`src/rtl/eco32f_regfile.sv`:
```
`default_nettype none
// ============================================================================
//  Module      : eco32f_regfile
//  Description : General-purpose register file with two registered,
//                write-forwarding read ports. The contents are cleared by a
//                sequencer after reset.
//  Revision    : 1.0  initial release
// ============================================================================
module eco32f_regfile #(
  parameter int DW = 32,
  parameter int AW = 5
) (
  input  logic          clk,
  input  logic          rst,
  input  logic          decode_stall,
  input  logic [AW-1:0] rf_a_addr,
  input  logic [AW-1:0] rf_b_addr,
  output logic [DW-1:0] rf_a,
  output logic [DW-1:0] rf_b,
  input  logic [DW-1:0] wb_rf_r,
  input  logic          wb_rf_r_we,
  input  logic [AW-1:0] wb_rf_r_addr,
  output logic          rf_init_busy
);

  localparam int            NREGS   = 2 ** AW;
  localparam logic [AW-1:0] c_LAST  = '1;
  localparam logic [AW-1:0] c_ZERO  = '0;
  localparam logic [0:0]    ST_INIT = 1'b0;
  localparam logic [0:0]    ST_RUN  = 1'b1;

  logic [0:0]    r_state;
  logic [AW-1:0] r_init_cnt;
  logic          r_busy;
  logic [DW-1:0] r_mem [NREGS];

  logic          w_run;
  logic          w_wr_valid;

  assign w_run        = (r_state == ST_RUN);
  assign w_wr_valid   = w_run && wb_rf_r_we && (wb_rf_r_addr != c_ZERO);
  assign rf_init_busy = r_busy;

  // Clear sequencer: one entry per cycle, then RUN until the next reset.
  always_ff @(posedge clk) begin
    if (!rst) begin
      r_state    <= ST_INIT;
      r_init_cnt <= c_ZERO;
      r_busy     <= 1'b1;
    end else begin
      case (r_state)
        ST_INIT: begin
          r_init_cnt <= r_init_cnt + 1'b1;
          if (r_init_cnt == c_LAST) begin
            r_state <= ST_RUN;
            r_busy  <= 1'b0;
          end
        end
        default: begin
          r_state <= ST_RUN;
        end
      endcase
    end
  end

  // Storage array has no reset so it can map onto block RAM.
  always_ff @(posedge clk) begin
    if (rst) begin
      if (r_state == ST_INIT) begin
        r_mem[r_init_cnt] <= '0;
      end else if (w_wr_valid) begin
        r_mem[wb_rf_r_addr] <= wb_rf_r;
      end
    end
  end

  for (genvar i = 0; i < 2; i++) begin : g_rd_port
    logic [AW-1:0] w_addr;
    logic [AW-1:0] r_q;
    logic [DW-1:0] r_data;
    logic          w_fwd_new;
    logic          w_fwd_held;

    assign w_addr     = (i == 0) ? rf_a_addr : rf_b_addr;
    assign w_fwd_new  = wb_rf_r_we && (wb_rf_r_addr == w_addr);
    assign w_fwd_held = wb_rf_r_we && (wb_rf_r_addr == r_q) && (r_q != c_ZERO);

    // A stalled read still picks up a write to the register it is holding.
    always_ff @(posedge clk) begin
      if (!rst) begin
        r_q    <= c_ZERO;
        r_data <= '0;
      end else if (w_run) begin
        if (!decode_stall) begin
          r_q <= w_addr;
          if (w_addr == c_ZERO) begin
            r_data <= '0;
          end else if (w_fwd_new) begin
            r_data <= wb_rf_r;
          end else begin
            r_data <= r_mem[w_addr];
          end
        end else if (w_fwd_held) begin
          r_data <= wb_rf_r;
        end
      end
    end
  end

  assign rf_a = g_rd_port[0].r_data;
  assign rf_b = g_rd_port[1].r_data;

endmodule
`default_nettype wire
```
`config.mk`:
```
export PLATFORM = sky130hd
export DESIGN_NAME = eco32f_regfile
export DESIGN_NICKNAME = d
export VERILOG_FILES = /design/src/rtl/eco32f_regfile.sv
export SDC_FILE = /design/constraint.sdc
export NUM_CORES = 1
export LEC_CHECK = 0
export BUFFER_PORTS_ARGS = -buffer_cell sky130_fd_sc_hd__buf_2
export CAP_MARGIN = 25
export CORE_MARGIN = 8
export CORE_UTILIZATION = 45
export CTS_CLUSTER_DIAMETER = 150
export DETAILED_ROUTE_END_ITERATION = 16
export HOLD_SLACK_MARGIN = 0.15
export PLACE_DENSITY_LB_ADDON = 0.2
export SLEW_MARGIN = 20
export SYNTH_ARGS = -nofsm -noshare
export SYNTH_HDL_FRONTEND = slang
export SYNTH_SLANG_ARGS = --single-unit
```
`constraint.sdc`:
```
create_clock -name clk -period 4.75 [get_ports clk]
set_input_delay 0.7125 -clock clk [delete_from_list [all_inputs] [get_ports clk]]
set_output_delay 0.7125 -clock clk [all_outputs]
set_load 0.005 [all_outputs]
```
# ---- Word level (Yosys, flattened, before mapping)
# Memory sizes are Yosys's and may differ from the RTL's.
# Index checks and enable logic that the tools add are counted.
dict set report word_totals {
  register_bits 81
  ram_bits 1024
  input_bits 51
  elab_cells 56
  mem_count 1
}
dict set report op_classes {
  add_sub_neg 1
  eq_ne 7
  muxes 20
  bitwise 2
  n_reduce_logical 18
}
# memory words width read_ports rd_ports_with_merged_regs write_ports line
set memory_table {}
lappend memory_table {r_mem 32 32 2 0 1 35} ;# logic [DW-1:0] r_mem [NREGS];
# op n
set op_table {}
lappend op_table {{32-bit two-way mux} 9}
lappend op_table {{32-bit OR reduction} 1}
lappend op_table {{5-bit equality test} 4}
lappend op_table {{5-bit nonzero test} 3}
lappend op_table {{5-bit zero test} 2}
lappend op_table {{1-bit two-way mux} 10}
lappend op_table {{1-bit logical AND} 8}
lappend op_table {{2-bit AND reduction} 4}
lappend op_table {{5-bit by 1-bit adder with 5-bit output (second input constant)} 1}
lappend op_table {{5-bit equality test (second input constant)} 1}
lappend op_table {{5-bit two-way mux} 1}
lappend op_table {{2-bit by 1-bit inequality test with 1-bit output (second input constant)} 2}
lappend op_table {{1-bit inverter} 2}

# ---- Longest topological paths before layout
dict set report depth {
  ltp_word 8
  ltp_mapped 7
}

# ---- Least setup slack after synthesis
# Ideal clock, no wire load.
dict set report synth_path {
  kind {in2reg}
  start {input wb_rf_r_addr[0]}
  end {memory r_mem[18][0], enable pin}
  t_arrival_ns 3.445
  path_slack_ns 0.884
  stages 7
  path_cell_list {buf_2 -> or4_1 -> o21a_1 -> buf_2 -> o21ai_1 -> nand2_1 -> nor2_1}
}
dict set report synth_via {
  elab_chain_len 8
  elab_cells_between_ends 9
  classes_between {6 x mux; 3 x reduce/logical}
}
# item line
set synth_lines {}
lappend synth_lines {{start, declared} 22} ;# input logic [AW-1:0] wb_rf_r_addr,
lappend synth_lines {{5-bit nonzero test} 41} ;# assign w_wr_valid = w_run && wb_rf_r_we && (wb_rf_r_addr != c_ZERO);
lappend synth_lines {{1-bit logical AND} 41}
lappend synth_lines {{1-bit two-way mux} 71} ;# end else if (w_wr_valid) begin
lappend synth_lines {{1-bit two-way mux} 69} ;# if (r_state == ST_INIT) begin
lappend synth_lines {{1-bit two-way mux} 68} ;# if (rst) begin
lappend synth_lines {{1-bit two-way mux (not written as such)} 72} ;# r_mem[wb_rf_r_addr] <= wb_rf_r;
lappend synth_lines {{32-bit OR reduction (no source line)} -}
lappend synth_lines {{5-bit two-way mux (no source line) or 1-bit two-way mux (tied branches)} -}
lappend synth_lines {{end, declared} 35}
# Parallel ways exist; a longest one is shown, timed or not.

# ---- Worst setup path in the final report
dict set report layout_path {
  start {register r_state}
  end {memory r_mem[6][17], enable pin}
}
dict set report layout_via {
  elab_chain_len 8
  elab_cells_between_ends 12
  classes_between {9 x mux; 3 x reduce/logical}
}
# item line
set layout_lines {}
lappend layout_lines {{start, declared} 32} ;# logic [0:0] r_state;
lappend layout_lines {{start signal, assigned} 47} ;# r_state <= ST_INIT;
lappend layout_lines {{start signal, assigned} 55} ;# r_state <= ST_RUN;
lappend layout_lines {{start signal, assigned} 60} ;# r_state <= ST_RUN;
lappend layout_lines {{1-bit logical AND (2 in series)} 41}
lappend layout_lines {{1-bit two-way mux} 71}
lappend layout_lines {{1-bit two-way mux} 69}
lappend layout_lines {{1-bit two-way mux} 68}
lappend layout_lines {{1-bit two-way mux (not written as such)} 72}
lappend layout_lines {{32-bit OR reduction (no source line)} -}
lappend layout_lines {{5-bit two-way mux (no source line) or 1-bit two-way mux (tied branches)} -}
# Parallel ways exist; a longest one is shown, timed or not.

==> flow_summary.ini <==
[outcome]
status = finished clean

[critical_path]
slowest_delay_ps = 680
timing.critical_path.fanout_max = 13
path_delay_family = simple AND/OR/NAND/NOR gates
worstSetupEndpointType = register
required_ps = 5130
r2r_setup_slack_ps = 1320
timing.rr.start = r_state
crit_buf_inv = 1
crit_path_frequent_cell = nand2_1
reg2reg_to = r_mem[6][17]
path_depth = 6
cp.arrival_ps = 3810
cp-startpoint = r_state
slowest_stage = nor2_4
start_kind = register
r2r_cells = 6
path_class = reg2reg
path_cells = and3_1 > nand2_1 > a22oi_1 > nand2_1 > nor2_4 > buf_4
endpoint = r_mem[6][17]

[place]
dpl_worst_slack_ps = 949
port-buffer-count = 115
place_area_mm2 = 0.0543
routabilityCongestion = 0.823
place_hpwl_um = 94400
placed_cells_incl_taps = 4183

[worst_hold_path]
hp-class = in2reg
worstHoldStart = rf_a_addr[3]

[finish]
design_area_mm2 = 0.0579
synthToLayoutAreaGrowth_pct = 13.3
layout-drive-gt1-share_pct = 36.1
multi_input_area_mm2 = 0.0180
nFillCells = 8876
fin_cells = 4397
final_nets = 2852
regArea_mm2 = 0.0324

[sta]
tns_ps = 0
rsz0062_at_grt = no
worst_pin_slew_ps = 1060
fin_crit_ps = 3430
worst_slack_ps = 1320
hold_viol = 0
setup_viol = 0
finalMaxSlewViolations = 0
max_freq_ghz = 0.292
slew_headroom_pct = 29.3
fin_skew_ps = 26.2
fin_crit_sh_pct = 72.2

[clocking]
cts_tree = done
cts_buffers = 112
hold_buffers = 0
cts_max_level = 3
cts_resized = 0
clockBufferDepth = 3
path_clk_slew_ps = 60
cts_root_buffer = clkbuf_16
clkSinkCount = 1105
postCtsSetupRepairBufs = 0
clk_latency_ps = 700

[detailed_routing]
final_antenna_net_count = 0
drt_pass1_iterations = 5
remaining_drc_errors = 0
vias = 30200
drt_wl_total_um = 160000
routedWlPerCell_um = 36.4
routed_via_density = 6.87
drtIter0Drc = 3782

[floorplan]
initial_utilization_pct = 45.4
chipWidth_um = 353
core_area_mm2 = 0.113
dieHeight_um = 353
rows = 123
io_pins = 116
die_area_mm2 = 0.125

[yosys]
async_reset_ff_share_pct = 0
synth_nets = 2720
ys.flop_type = edfxtp_1
ys_seq_area_share_pct = 63.3
yosysTopAreaCellShare_pct = 60.1
synth_warnings = 0
synthTopCellsByCount = edfxtp_1 (1024), mux4_2 (512), a22oi_1 (257)
synthTopCellsByArea = edfxtp_1 (60%), mux4_2 (23%), a22oi_1 (3.8%), dfxtp_1 (3.2%), mux2_4 (1.8%)
syn_avg_cell_area_um2 = 19.2
syn-cell-area_mm2 = 0.0511
synth.most_common_cell = edfxtp_1
synth_area_leader_cell = edfxtp_1
synth-edff-count = 1024
synthCells = 2667
ys_types = 43
ys_ff_latch = 1105

[global_route]
grt_usage_pct = 25.0
grt_max_degree = 87
grt_pass1_vias = 31400
antenna_found_initial = 3
grt_pass1_wl_um = 228000
grt_overflow = 0

[power]
p_total_w = 0.0207
power_density_mw_per_mm2 = 358
power_leakage_nw = 17.1
pwr-share-seq_pct = 50.9
power.internal_w = 0.0161
p_sw_share_pct = 22.4
p_clk_share_pct = 42.7
ir_drop_mv = 0.327
p_sw_w = 0.00464
combPwrFrac_pct = 6.4

[flow_run]
cap_viol_max_count = 0
## through the flow
| stage | utilization [%] | hold slack, ps |
|---|---|---|
| global route | 51.4 | 374 |
| detailed placement | 48.2 | 451 |
| floorplan | - | 452 |
| finish | 51.4 | 393 |
| global placement | 48.1 | 454 |
| CTS | 51.4 | 343 |
## how the worst min path moves through the flow
stage	endpoint	depth (start not counted)	slack, ps
2_1_floorplan	g_rd_port[0].r_q[4]	2	450
6_report	g_rd_port[0].r_q[3]	3	390
3_3_place_gp	rf_init_busy	2	450
5_1_grt	g_rd_port[0].r_q[3]	3	370
3_5_place_dp	rf_init_busy	2	450
4_1_cts	g_rd_port[0].r_q[3]	3	340
## cell families after synthesis
| group | Yosys count | synth area share (%) |
|---|---|---|
| flops | 1105 | 63.3 |
| mux | 578 | 24.4 |
| compound gates | 418 | 6.50 |
| simple gates | 313 | 3.18 |
| buf+inv | 231 | 2.21 |
| xor+xnor | 20 | 0.342 |
| fa+ha+maj | 2 | 0.0489 |
## cells in the final DEF, fill, tap and decap left out, types with 3 or more instances in the layout
master and n:
clkinv_1 29, mux4_2 512, inv_1 4, nor2_1 6, mux2_4 60, mux2_1 4
clkinv_2 21, clkbuf_16 114, xnor2_1 14, dfxtp_1 81, edfxtp_1 1024, or4_1 3
and3_1 3, nand2b_1 4, buf_2 110, clkinvlp_4 5, buf_8 5, a22oi_1 257
buf_12 31, and2_1 66, a21boi_0 10, nor2_4 36, o21a_1 66, buf_4 97
nor2b_1 6, clkbuf_1 18, xor2_1 6, clkinv_4 4, o21ai_1 5, nand3_1 134
nand2_1 34, nor2b_4 4, clkbuf_8 6, a32o_1 64, a31oi_4 4, and2_2 4
bufinv_16 11
## tightest hold or removal path: cells and delay by family
family | cells | cell delay, ps
buffers and inverters | 1 | 160
AND/OR/NAND/NOR | 1 | 70
AO/OA/AOI/OAI | 1 | 70
## power groups by stage
| stage | clock, W | combinational [W] | sequential, W |
|---|---|---|---|
| 4_1_cts | 0.00895 | 0.00132 | 0.0106 |
| 6_report | 0.00884 | 0.00133 | 0.0106 |
| 5_1_grt | 0.00931 | 0.00139 | 0.0106 |
| 2_1_floorplan | 0 | 0.000822 | 0.0108 |
| 3_3_place_gp | 0 | 0.00131 | 0.0108 |
| 3_5_place_dp | 0 | 0.00132 | 0.0108 |
## routing by layer
metal / track usage, % / part of all wire [%]
met2: 40.1 / 48
met3: 5.49 / 9.9
met1: 34.5 / 40
met4: 7.53 / 3.0
met5: 0 / 0
## final cells by class
cell class / instances / area share (%)
Antenna cell: 1 / 0.00432
Clock buffer: 138 / 5.18
Clock inverter: 73 / 1.12
Inverter: 4 / 0.0259
Multi-Input combinational cell: 1331 / 31.1
Sequential cell: 1105 / 55.9
Tap cell: 1500 / 3.24
Timing Repair Buffer: 245 / 3.45
## state kept, by name, indices dropped and copies added (netlist names)
| name | count |
|---|---|
| g_rd_port.r_q | 10 |
| r_init_cnt | 5 |
| r_mem | 1024 |
| r_state | 1 |
| rf_a | 32 |
| rf_b | 32 |
| rf_init_busy | 1 |
Note: power is estimated with default switching activity, not from simulation.
